File: src/rtl/seg_pkg.sv
// rtl/seg_pkg.sv - shared segment types, blank code and hex segment table
package seg_pkg;

  // Active-low segment vector, bit0 = a ... bit6 = g.
  typedef logic [6:0] seg_t;

  // All segments off.
  localparam seg_t SEG_BLANK = 7'h7F;

  // Active-low hex glyphs, indexed by nibble value 0..F.
  localparam seg_t SEG_TABLE [16] = '{
    7'h40, 7'h79, 7'h24, 7'h30,
    7'h19, 7'h12, 7'h02, 7'h78,
    7'h00, 7'h10, 7'h08, 7'h03,
    7'h46, 7'h21, 7'h06, 7'h0E
  };

endpackage

File: src/rtl/hex7seg_dec.sv
// rtl/hex7seg_dec.sv - combinational 4-bit to active-low 7-segment decoder
module hex7seg_dec
  import seg_pkg::*;
(
  input  logic [3:0] i_nib,
  output seg_t       o_seg
);

  // Pure table lookup; one instance is shared by every digit of the bank.
  assign o_seg = SEG_TABLE[i_nib];

endmodule

File: src/rtl/seg_scan_ctrl.sv
// rtl/seg_scan_ctrl.sv - time-multiplexed 7-segment scan controller with framed load port
module seg_scan_ctrl
  import seg_pkg::*;
#(
  parameter int NDIG = 4,
  parameter int DIV  = 50000,
  parameter int GAP  = 500
) (
  input  logic              clk,
  input  logic              rst_n,
  input  logic              en,
  input  logic              lzb,
  input  logic              load_valid,
  output logic              load_ready,
  input  logic [4*NDIG-1:0] load_data,
  input  logic [NDIG-1:0]   load_blank,
  output logic [NDIG-1:0]   an,
  output logic [6:0]        seg
);

  localparam int IDXW = $clog2(NDIG);
  localparam int CNTW = $clog2(DIV);

  localparam logic [CNTW-1:0] CNT_LAST = CNTW'(DIV - 1);
  localparam logic [CNTW-1:0] CNT_GAP  = CNTW'(DIV - GAP);
  localparam logic [IDXW-1:0] IDX_LAST = IDXW'(NDIG - 1);

  // Scan position.
  logic [CNTW-1:0]   r_cnt;
  logic [IDXW-1:0]   r_idx;

  // Word currently on the display and the word waiting for a frame boundary.
  logic [4*NDIG-1:0] r_act_data;
  logic [NDIG-1:0]   r_act_blank;
  logic [4*NDIG-1:0] r_pend_data;
  logic [NDIG-1:0]   r_pend_blank;
  logic              r_pend_v;

  // Registered display drive.
  logic [NDIG-1:0]   r_an;
  seg_t              r_seg;

  logic              w_slot_end;
  logic              w_frame_end;
  logic              w_xfer;
  logic              w_commit;
  logic              w_drive;
  logic [NDIG-1:0]   w_onehot;
  logic [4*NDIG-1:0] w_shift;
  logic [3:0]        w_nib;
  logic              w_forced_blank;
  logic              w_lz_blank;
  logic              w_blank;
  seg_t              w_dec_seg;

  assign w_slot_end  = (r_cnt == CNT_LAST);
  assign w_frame_end = en && w_slot_end && (r_idx == IDX_LAST);
  assign w_drive     = (r_cnt < CNT_GAP);

  // Handshake only when the pending buffer is empty.
  assign w_xfer      = load_valid && !r_pend_v;

  // Pending word moves to active at a frame boundary, or at once while
  // scanning is stopped so the next enable shows fresh data. A commit
  // needs a full buffer and a transfer needs an empty one, so the two
  // can never land on the same edge.
  assign w_commit    = r_pend_v && (w_frame_end || !en);

  // Current digit selection: one-hot position and the nibbles from idx upward.
  assign w_onehot       = NDIG'(1) << r_idx;
  assign w_shift        = r_act_data >> {r_idx, 2'b00};
  assign w_nib          = w_shift[3:0];
  assign w_forced_blank = |(r_act_blank & w_onehot);

  // Leading zero: this digit and every more significant one are zero.
  // Digit 0 always shows so a value of zero still reads "0".
  assign w_lz_blank     = lzb && (r_idx != '0) && (w_shift == '0);
  assign w_blank        = w_forced_blank || w_lz_blank;

  hex7seg_dec u_dec (
    .i_nib (w_nib),
    .o_seg (w_dec_seg)
  );

  // Slot counter and digit index; held at the start of a frame while disabled.
  always_ff @(posedge clk or negedge rst_n) begin
    if (!rst_n) begin
      r_cnt <= '0;
      r_idx <= '0;
    end else if (!en) begin
      r_cnt <= '0;
      r_idx <= '0;
    end else if (w_slot_end) begin
      r_cnt <= '0;
      r_idx <= (r_idx == IDX_LAST) ? '0 : r_idx + 1'b1;
    end else begin
      r_cnt <= r_cnt + 1'b1;
    end
  end

  // Pending buffer: captured on a transfer, emptied on commit.
  always_ff @(posedge clk or negedge rst_n) begin
    if (!rst_n) begin
      r_pend_v     <= 1'b0;
      r_pend_data  <= '0;
      r_pend_blank <= '0;
    end else if (w_commit) begin
      r_pend_v     <= 1'b0;
    end else if (w_xfer) begin
      r_pend_v     <= 1'b1;
      r_pend_data  <= load_data;
      r_pend_blank <= load_blank;
    end
  end

  // Active word: only replaced on commit so a frame is never torn.
  always_ff @(posedge clk or negedge rst_n) begin
    if (!rst_n) begin
      r_act_data  <= '0;
      r_act_blank <= '1;
    end else if (w_commit) begin
      r_act_data  <= r_pend_data;
      r_act_blank <= r_pend_blank;
    end
  end

  // Anode and segment registers: drive phase, blanking gap, or dark when off.
  always_ff @(posedge clk or negedge rst_n) begin
    if (!rst_n) begin
      r_an  <= '1;
      r_seg <= SEG_BLANK;
    end else if (!en || !w_drive) begin
      r_an  <= '1;
      r_seg <= SEG_BLANK;
    end else begin
      r_an  <= ~w_onehot;
      r_seg <= w_blank ? SEG_BLANK : w_dec_seg;
    end
  end

  assign load_ready = !r_pend_v;
  assign an         = r_an;
  assign seg        = r_seg;

endmodule

File: config.mk
export PLATFORM = sky130hd
export DESIGN_NAME = seg_scan_ctrl
export DESIGN_NICKNAME = d
export VERILOG_FILES = /design/src/rtl/seg_pkg.sv /design/src/rtl/hex7seg_dec.sv /design/src/rtl/seg_scan_ctrl.sv
export SDC_FILE = /design/constraint.sdc
export NUM_CORES = 1
export LEC_CHECK = 0
export CAP_MARGIN = 10
export CELL_PAD_IN_SITES_DETAIL_PLACEMENT = 0
export CELL_PAD_IN_SITES_GLOBAL_PLACEMENT = 1
export CORE_MARGIN = 5
export CORE_UTILIZATION = 49
export CTS_CLUSTER_SIZE = 25
export DETAILED_ROUTE_END_ITERATION = 10
export PLACE_DENSITY_LB_ADDON = 0.1
export SETUP_SLACK_MARGIN = 0.3
export SLEW_MARGIN = 30
export SYNTH_ARGS = -nofsm -noshare
export SYNTH_HDL_FRONTEND = slang
export SYNTH_SLANG_ARGS = --single-unit
File: constraint.sdc
create_clock -name clk -period 4.66 [get_ports clk]
set_clock_uncertainty 0.15 [all_clocks]
set_input_delay 0.699 -clock clk [delete_from_list [all_inputs] [get_ports clk]]
set_output_delay 0.699 -clock clk [all_outputs]
set_load 0.02 [all_outputs]
==> impl_metrics.env <==
export IMPL_netSwitchingFraction=0.276
export IMPL_final_layout_size_suffix_gt1_frac=0.300
export IMPL_detailedPlacementHpwl_um=4170
export IMPL_critical_path_cell_chain="mux4_2 -> inv_1 -> ha_1 -> o311ai_0 -> o311a_2 -> o211ai_1"
export IMPL_number_of_failing_hold_endpoints_at_the_final_stage=0
export IMPL_std_cell_rows=30
export IMPL_synth_cell_types=49
export IMPL_die_w_um=92.5
export IMPL_p_seq_frac=0.441
export IMPL_final_design_instance_area_without_fill_um2=3980
export IMPL_max_clock_path_buffers=2
export IMPL_worst_skew_pair_late_latency_ps=340
export IMPL_antenna_diode_count=0
export IMPL_post_cts_resized_instances=0
export IMPL_area_growth_pct=19.5
export IMPL_worst_path_largest_cell_delay_ps=660
export IMPL_postSynthCellCount=253
export IMPL_criticalPathCategory="reg -> reg"
export IMPL_power_leakage_nw=1.74
export IMPL_cts_made_buffers=9
export IMPL_hp_class="in -> async"
export IMPL_whs_ps=271
export IMPL_fin_tns_setup_ps=0
export IMPL_crit_path_end_kind="flop"
export IMPL_floorplan_die_area_um2=8550
export IMPL_drt_antenna_violating_nets=0
export IMPL_period_share=0.569
export IMPL_maxSlewHeadroom=0.484
export IMPL_postSynth_asyncResetShare=1.00
export IMPL_dr_pass1_iters=4
export IMPL_placement_setup_worst_slack_ps=1980
export IMPL_setup_viol_count_final=0
export IMPL_synth_avg_cell_area_um2=13.2
export IMPL_ys_seq_area_frac=0.531
export IMPL_grt_pass1_wl_um=10100
export IMPL_critical_path_slowest_cell="sky130_fd_sc_hd__dfrtp_1"
export IMPL_drv_slew=0
export IMPL_syn_area_um2=3330
export IMPL_cp_max_fo=13
export IMPL_number_of_enable_flip_flop_cells_after_synthesis=0
export IMPL_cellInternalPower_mw=1.44
export IMPL_synth_yosys_warnings=0
export IMPL_numClockSinks=70
export IMPL_vias=1999
export IMPL_drt_drc_violations_left=0
export IMPL_vdd_drop_max_v=0.000274
export IMPL_flop_and_latch_count_out_of_synthesis=70
export IMPL_max_slew_worst_pin_slew_ps=775
export IMPL_max_cap_viol_count=0
export IMPL_critical_path_reg2reg_endpoint="seg[6]$_DFF_PN1_"
export IMPL_fmax_ghz=0.377
export IMPL_critical_path_data_arrival_time_ps=2760
export IMPL_finish_net_count=328
export IMPL_number_of_global_route_vias_before_repair=2079
export IMPL_place_port_buffers=36
export IMPL_place_gp_congestion=0.782
export IMPL_clk_pin_slew_ps=80
export IMPL_post_cts_setup_buffers=0
export IMPL_floorplan_initialDensity=0.496
export IMPL_height_of_the_die_um=92.5
export IMPL_layout_filler_cells=570
export IMPL_wirelength_um=5900
export IMPL_setup_repair_after_global_routing_missed_its_margin="false"
export IMPL_comb_power_share=0.267
export IMPL_ctsRootBufferMaster="sky130_fd_sc_hd__clkbuf_8"
export IMPL_worst_setup_path_endpoint="seg[6]$_DFF_PN1_"
export IMPL_cts_max_level=3
export IMPL_grtUsageTotal=0.151
export IMPL_core_region_area_um2=6720
export IMPL_cp_startpoint="r_idx[0]$_DFFE_PN0P_"
export IMPL_multi_input_gate_area_um2=1480
export IMPL_globalRoute_totalOverflow=0
export IMPL_period_needed_ps=2650
export IMPL_power_share_clock=0.291
export IMPL_post_dp_cell_area_um2=3740
export IMPL_required_ps=4760
export IMPL_detail_route_wl_per_cell_um=15.6
export IMPL_holdBufCountCts=0
export IMPL_regArea_um2=1770
export IMPL_post_route_worst_setup_slack_ps=2010
export IMPL_antenna_found_initial=0
export IMPL_cell_count_of_the_worst_reg_to_reg_path=6
export IMPL_detail_route_vias_per_cell=5.30
export IMPL_synthFlopType="sky130_fd_sc_hd__dfrtp_1"
export IMPL_setup_slack_of_the_worst_register_to_register_path_ps=2010
export IMPL_r2r_start="r_idx[0]$_DFFE_PN0P_"
export IMPL_number_of_drc_markers_after_the_initial_detailed_route_iteration=31
export IMPL_setup_crit_start_kind="flop"
export IMPL_grt_start_max_net_pins=38
export IMPL_outcome="finished clean"
export IMPL_ios=37
export IMPL_net_switching_power_of_the_design_mw=0.549
export IMPL_cts_tree="built"
export IMPL_mappedNetlistNets=289
export IMPL_power_density_normalized_to_cell_area_nw_per_um2=500
## how the worst min path moves through the flow
stage,cells past startpoint,start,endpoint
finish,1,rst_n,r_cnt[7]$_DFF_PN0_
global route,1,rst_n,r_act_data[4]$_DFFE_PN0P_
CTS,1,rst_n,r_cnt[7]$_DFF_PN0_
detailed placement,1,r_cnt[0]$_DFF_PN0_,r_cnt[0]$_DFF_PN0_
global placement,1,r_cnt[0]$_DFF_PN0_,r_cnt[0]$_DFF_PN0_
floorplan,0,rst_n,r_act_data[0]$_DFFE_PN0P_
## final cells by class
class                      instances  area share
sequential                        70       0.445
multi-input combinational        166       0.372
timing repair buffer              37      0.0911
clock buffer                      10      0.0320
clock inverter                     6      0.0280
tap                               80      0.0251
inverter                           8     0.00754
## metrics by stage
stage               total power [mW]  std cells   util
floorplan                       1.25        253      -
global placement                1.41        361  0.556
detailed placement              1.42        361  0.556
CTS                             2.02        377  0.592
global route                    2.11        377  0.593
finish                          1.99        377  0.593
## synth_stat cells, types with 2 or more instances
library cell               number  area share
sky130_fd_sc_hd__a21oi_1        3      0.0045
sky130_fd_sc_hd__and3_1         3      0.0056
sky130_fd_sc_hd__buf_2          2      0.0030
sky130_fd_sc_hd__buf_6          3       0.010
sky130_fd_sc_hd__clkbuf_1       3      0.0034
sky130_fd_sc_hd__dfrtp_1       55        0.41
sky130_fd_sc_hd__dfstp_2       15        0.12
sky130_fd_sc_hd__ha_1          11       0.041
sky130_fd_sc_hd__inv_1          8      0.0090
sky130_fd_sc_hd__mux2_2        22       0.074
sky130_fd_sc_hd__mux2_4        20       0.090
sky130_fd_sc_hd__mux2i_1        3      0.0090
sky130_fd_sc_hd__mux4_2         4       0.027
sky130_fd_sc_hd__nand2_1       19       0.021
sky130_fd_sc_hd__nand2b_1       2      0.0038
sky130_fd_sc_hd__nand3_1        7       0.011
sky130_fd_sc_hd__nand4_1        2      0.0038
sky130_fd_sc_hd__nor2_1        18       0.020
sky130_fd_sc_hd__nor2b_1        2      0.0038
sky130_fd_sc_hd__nor3_1         3      0.0045
sky130_fd_sc_hd__nor4_1         4      0.0075
sky130_fd_sc_hd__o211ai_1       3      0.0068
sky130_fd_sc_hd__o21ai_0        2      0.0030
sky130_fd_sc_hd__o221ai_1       2      0.0053
sky130_fd_sc_hd__xnor2_1        6       0.016
sky130_fd_sc_hd__xor2_1         8       0.021
## power by group through the flow
| stage | Clock, mW | Sequential (mW) | Combinational [mW] |
|---|---|---|---|
| final | 0.580 | 0.878 | 0.532 |
| after global routing | 0.626 | 0.900 | 0.581 |
| after CTS | 0.599 | 0.879 | 0.537 |
| after detailed placement | 0 | 0.889 | 0.535 |
| after global placement | 0 | 0.887 | 0.525 |
| after floorplan | 0 | 0.892 | 0.360 |
## critical path, delay by kind of cell, from the launching register on
kind | cells | cell delay, ps
adder cells (fa/ha/maj) | 1 | 250
AO/OA/AOI/OAI | 3 | 700
multiplexers | 1 | 650
flip-flops | 1 | 660
buffers and inverters | 1 | 160
## logic make-up (layout without fill, tap and decap cells)
kind of cell,count (synthesis),after routing,synth area share
fa+ha+maj,11,11,0.0413
mux,49,49,0.201
buf+inv,17,61,0.0267
compound gates,21,21,0.0477
xor+xnor,14,14,0.0368
flops,70,70,0.531
simple gates,71,71,0.116
## metal layers
metal	global-route usage	vias up	share of wire
met4	0.0668	0	0.017
met2	0.236	33	0.46
met3	0.0301	10	0.035
li1	-	976	-
met5	0	-	0
met1	0.205	980	0.48
## placed cells by master, fill, tap and decap left out, types with 4 or more instances in the layout
cell type	count
sky130_fd_sc_hd__clkbuf_8	9
sky130_fd_sc_hd__nor4_1	4
sky130_fd_sc_hd__ha_1	11
sky130_fd_sc_hd__mux2_2	22
sky130_fd_sc_hd__mux4_2	4
sky130_fd_sc_hd__xor2_1	8
sky130_fd_sc_hd__nor2_1	18
sky130_fd_sc_hd__clkdlybuf4s50_1	35
sky130_fd_sc_hd__mux2_4	20
sky130_fd_sc_hd__nand3_1	7
sky130_fd_sc_hd__dfrtp_1	55
sky130_fd_sc_hd__xnor2_1	6
sky130_fd_sc_hd__nand2_1	19
sky130_fd_sc_hd__inv_1	8
sky130_fd_sc_hd__dfstp_2	15
## state kept, by name, summed over array words and instances (netlist names)
signal	cells
an	4
r_act_blank	4
r_act_data	16
r_cnt	16
r_idx	2
r_pend_blank	4
r_pend_data	16
r_pend_v	1
seg	7
Note: power is estimated with default switching activity, not from simulation.
==> patch 1: new RTL, config.mk and constraints unchanged <==
Change the parameter `DIV` from 50000 to 25000.
--- a/src/rtl/seg_scan_ctrl.sv
+++ b/src/rtl/seg_scan_ctrl.sv
@@ -4,5 +4,5 @@
 #(
   parameter int NDIG = 4,
-  parameter int DIV  = 50000,
+  parameter int DIV  = 25000,
   parameter int GAP  = 500
 ) (
Function: no difference found for any inputs over 10 cycles, from zero or initial values and one cycle with rst_n low; that may be too few to reach the edited logic, so the function may still have changed.
==> patch 1 against the unedited design <==
  * Sequential power about the same
  * Die area decreased by 1.6%
  * Worst setup slack lost 0.17 ns
  * Wire length fell by 2.3%
  * Power decreased by 3.0%
  * Count of clock-buffer cells in the layout unchanged
  * Design area decreased by 1.8%
  * Synthesized area is 1.8% lower
  * Sequential cell count shrank 1
  * Global-route usage is essentially flat
  * Largest power group unchanged
==> patch 1: results (changes against the unedited design) <==
- CP delay by family, top: multiplexers
- DR vias/cell: 5.37 (+1.3%)
- RD Place Congestion: 0.734 (-6.2%)
- DRT iter0 DRCs: 36 (+16%)
- Worst skew pair latency: 0.34 ns (about the same)
- Non-clk invs: 8 (unchanged)
- Commonest cells in the netlist: 54 x dfrtp_1, 22 x mux2_2, 20 x nand2_1, 20 x nor2_1, 19 x mux2_4
- Non-clk bufs: 38 (+2.7%)
- Worst Path Max Fanout: 9 (-4)
- Routed WL per cell: 15.4 um (-1.5%)
- Maximum VDD drop: 0.227 mV (-17%)
- Post-synthesis register bit count: 69 (-1.4%)
- Drt first pass iters: 4 (unchanged)
- Unique masters post-synth: 46 (-6.1%)
- Synth Warn #: 0 (unchanged)
- Initial antenna violation count: 0 (unchanged)
- Slew HR: 0.551 (+0.0678)
- Largest net degree at the start of global routing: 48 (+26%)
- FFs w/ async S/R, synth: 1.00 (unchanged)
- Biggest regs: r_act_data (16), r_pend_data (16), r_cnt (15)
- Layout cell share with drive strength beyond 1: 0.293 (-0.00673)
- Non-clock buffer share: 0.0953 (+0.00419)
- Met2 wire len: 2640 um (-3.5%)
- Resize count post-CTS: 0 (unchanged)
- Area contributors post-synth: dfrtp_1 41%, dfstp_2 12%, mux2_4 8.7%
- DP Wirelength: 4150 um (-0.62%)
- ANT cells: 0 (unchanged)
- Clk_buf instances: 10 (unchanged)
- GR Layer Usage met1: 0.211 (+0.00670)
- Met3 wire length: 226 um (+8.7%)
- Final clock-cell share: 0.0572 (-0.00276)
- CTS Buf Count: 9 (unchanged)
- Fillers: 534 (-6.3%)
- Seq/Total Area, Yosys: 0.534 (+0.00231)
- Multi-input logic area: 1440 um^2 (-2.5%)
- H-tree levels: 3 (unchanged)
- GR met2 Demand/Resource: 0.226 (-0.0104)
- Slowest CP cell: mux4_2
- WL met1: 2770 um (-2.7%)
- Root buf cell: clkbuf_8
- Crit path from: r_idx[0]
- Vias in the first global route: 2037 (-2.0%)
- CP Data Arrival Time: 2.92 ns (+0.16 ns)
- Sequential cell area: 1750 um^2 (-1.4%)
- Achievable Freq: 355 MHz (-6.0%)
- Setup Buffers After CTS: 0 (unchanged)
- R2R Path End: seg[6]
- Met3 GRT Util: 0.0319 (+0.00186)
- Outcome: completed
- Dpl ws: 1.83 ns (-0.146 ns)
- Worst path max stage delay: 0.63 ns (-0.03 ns)
- GRT Total Usage: 0.151 (-0.000291)
- Synthesized net count: 288 (-0.35%)
- Worst reg-to-reg path cell count: 8 (+2)
- Leak: 1.70 nW (-2.1%)
-- patch 1: cell count changes in the layout (fill, tap and decap cells not counted), moves of 2 or more --
cell / unedited run / this run
o211ai_1: 3 / 5
and3_1: 3 / 1
and4_1: 0 / 2
nor2b_1: 1 / 4
xnor2_1: 6 / 4
nor2_1: 18 / 20
nor3_1: 3 / 1
and4bb_2: 0 / 2
buf_4: 1 / 3
o21a_1: 0 / 3
-- patch 1: worst max-delay path by stage --
stage          slack [ns]  endpoint
6_report             1.84    seg[6]
4_1_cts              1.81    seg[6]
2_1_floorplan        2.17    seg[2]
3_3_place_gp         1.87    seg[4]
3_5_place_dp         1.83    seg[4]
5_1_grt              1.63    seg[2]
-- patch 1: metrics by stage --
stage	power (mW)	hold slack (ns)	utilization	cells	area, um^2
after CTS	1.96	0.217	0.609	374	3910
after detailed placement	1.41	0.325	0.574	358	3690
final	1.93	0.201	0.609	374	3910
after global placement	1.41	0.320	0.574	358	3690
after global routing	2.05	0.255	0.609	374	3910
after floorplan	1.24	0.253	-	252	3270
-- patch 1: cells by family (layout without fill, tap and decap cells) --
group / Yosys count / after routing / synth area share
and+or+nand+nor: 74 / 74 / 0.122
muxes: 47 / 47 / 0.197
adders and majority gates: 11 / 11 / 0.0421
xor gates and xnor gates: 13 / 13 / 0.0348
AOI/OAI and AO/OA: 21 / 21 / 0.0459
DFF: 69 / 69 / 0.534
buffers and inverters: 17 / 62 / 0.0249
-- patch 1: power breakdown --
part	switching, mW	total [mW]	leakage (nW)	internal (mW)
combinational	0.217	0.517	0.762	0.300
sequential	0.0989	0.878	0.825	0.779
clock	0.222	0.536	0.112	0.315
total	0.537	1.93	1.70	1.39
==> patch 2: new RTL, same flow settings <==
Without the edit above. Make the reset (`rst_n`) synchronous in 4 clocked blocks.
--- a/src/rtl/seg_scan_ctrl.sv
+++ b/src/rtl/seg_scan_ctrl.sv
@@ -84,5 +84,5 @@
 
   // Slot counter and digit index; held at the start of a frame while disabled.
-  always_ff @(posedge clk or negedge rst_n) begin
+  always_ff @(posedge clk) begin
     if (!rst_n) begin
       r_cnt <= '0;
@@ -100,5 +100,5 @@
 
   // Pending buffer: captured on a transfer, emptied on commit.
-  always_ff @(posedge clk or negedge rst_n) begin
+  always_ff @(posedge clk) begin
     if (!rst_n) begin
       r_pend_v     <= 1'b0;
@@ -115,5 +115,5 @@
 
   // Active word: only replaced on commit so a frame is never torn.
-  always_ff @(posedge clk or negedge rst_n) begin
+  always_ff @(posedge clk) begin
     if (!rst_n) begin
       r_act_data  <= '0;
@@ -126,5 +126,5 @@
 
   // Anode and segment registers: drive phase, blanking gap, or dark when off.
-  always_ff @(posedge clk or negedge rst_n) begin
+  always_ff @(posedge clk) begin
     if (!rst_n) begin
       r_an  <= '1;
Formal check against the unedited RTL: differs if rst_n is asserted again (counterexample within 4 cycles, from zero or initial values and one cycle with rst_n low); with rst_n held inactive, the same outputs for 10 cycles.
==> patch 2 against the unedited design <==
  * Design area is 5.2% lower
  * Hold slack better by 0.039 ns
  * Synthesized cell count is 40% higher
  * Wire length is 2.1% higher
  * Synthesized area is 5.2% lower
  * Via count is 21% higher
  * Worst setup slack worse by 0.35 ns
  * Sequential cell count stayed put
  * First-iteration DRC count grew to 3.9 times the old value
  * Highest routed layer unchanged
Power is not compared: it rests on default switching activity, and its combinational part moved more than twofold at a synthesized area within 25%.
==> patch 2: results (changes against the unedited design) <==
- Area contributors post-synth: dfxtp_1 44%, nand2_1 11%, mux2i_1 7.0%
- Worst hold path type: flop to flop
- Comb power frac: 0.070
- Unique masters post-synth: 42 (-14%)
- Largest net degree at the start of global routing: 59 (+55%)
- Multiplexer area fraction after synthesis: 0.102 (-0.0987)
- Synth Flop Type: dfxtp_1
- # placed instances: 450 (+25%)
- DR vias/cell: 5.20 (-1.9%)
- Slowest CP cell: mux4_2
- Seq/Total Area, Yosys: 0.444 (-0.0876)
- Detailed Route WL: 6020 um (+2.1%)
- Biggest regs: r_act_data (16), r_cnt (16), r_pend_data (16)
- Internal power: 1.01 mW
- Post-Synth XOR/XNOR Area: 0.0361 (-0.000747)
- Layout cell share with drive strength beyond 1: 0.0771 (-0.223)
- Root buf cell: clkbuf_8
- Fillers: 612 (+7.4%)
- Synthesized net count: 389 (+35%)
- DRT iter0 DRCs: 121 (+290%)
- CP delay by family, top: compound AO/OA/AOI/OAI gates
- Cts hold-fix bufs: 0 (unchanged)
- Synth Warn #: 0 (unchanged)
- Vias in the first global route: 2339 (+13%)
- Worst Path Max Fanout: 11 (-2)
- Clock transition at path regs: 0.07 ns
- Syn avg cell area: 8.92 um^2 (-32%)
- CP Data Arrival Time: 3.11 ns (+0.35 ns)
- Outcome: completed
- Dpl ws: 1.59 ns (-0.391 ns)
- FFs w/ async S/R, synth: 0 (-1.00)
- GRT Total Usage: 0.153 (+0.00147)
- Final #Nets: 419 (+28%)
- First-pass GRT wire length: 10400 um (+2.7%)
- CTS Buf Count: 9 (unchanged)
- Leak: 1.31 nW
- Drt first pass iters: 5 (+1)
- Measured slew at the worst slew-check pin: 0.966 ns (+0.192 ns)
- Worst path max stage delay: 0.64 ns (-0.02 ns)
- DP Wirelength: 4220 um (+1.2%)
- Total number of vias: 2423 (+21%)
- I/O Buffers: 36 (unchanged)
- Compound-cell area share of the yosys netlist: 0.116 (+0.0688)
- Commonest cells in the netlist: 90 x nand2_1, 70 x dfxtp_1, 26 x nor2_1, 22 x mux2i_1, 21 x a21boi_0
- RD Place Congestion: 0.784 (+0.22%)
- Post-Synth Adder-Cell Area: 0.0396 (-0.00169)
- DP Area: 3540 um^2 (-5.4%)
[patch 2: changes by cell type in the layout (fill, tap and decap cells not counted), moves of 7 or more]
| cell | change |
|---|---|
| dfxtp_1 | +70 |
| dfstp_2 | -15 |
| a21boi_0 | +20 |
| dfrtp_1 | -55 |
| nor2_1 | +8 |
| inv_1 | +7 |
| mux2i_1 | +19 |
| mux2_2 | -21 |
| mux2_4 | -20 |
| nand2_1 | +71 |
[patch 2: cell type report]
class / instances / area [um^2] / share of cell area
Multi-Input combinational cell: 250 / 1610 / 0.425
Sequential cell: 70 / 1400 / 0.371
Timing Repair Buffer: 38 / 375 / 0.0994
Clock buffer: 12 / 165 / 0.0437
Tap cell: 77 / 96.3 / 0.0255
Clock inverter: 4 / 76.3 / 0.0202
Inverter: 15 / 56.3 / 0.0149
[patch 2: worst reg2reg max path, stage by stage (launching register included)]
cell and delay (ns):
dfxtp_1 0.63, mux4_2 0.64, inv_1 0.14, ha_1 0.25
nand4b_1 0.14, a2111oi_0 0.55, nor2_1 0.26, o2111ai_1 0.16
[patch 2: path summary, 6_finish.rpt]
kind | slack (ns) | cells past startpoint | start | end
setup / recovery | 1.66 | 7 | r_idx[0] | seg[6]
hold / removal | 0.31 | 1 | r_cnt[0] | r_cnt[0]
hold reg to reg | 0.31 | 1 | r_cnt[0] | r_cnt[0]
setup reg to reg | 1.66 | 7 | r_idx[0] | seg[6]
[patch 2: per-layer routing]
| metal | GRT usage | part of all wire |
|---|---|---|
| met1 | 0.190 | 0.48 |
| met2 | 0.251 | 0.47 |
| met3 | 0.0367 | 0.041 |
| met4 | 0.0670 | 0.0075 |
| met5 | 0 | 0 |
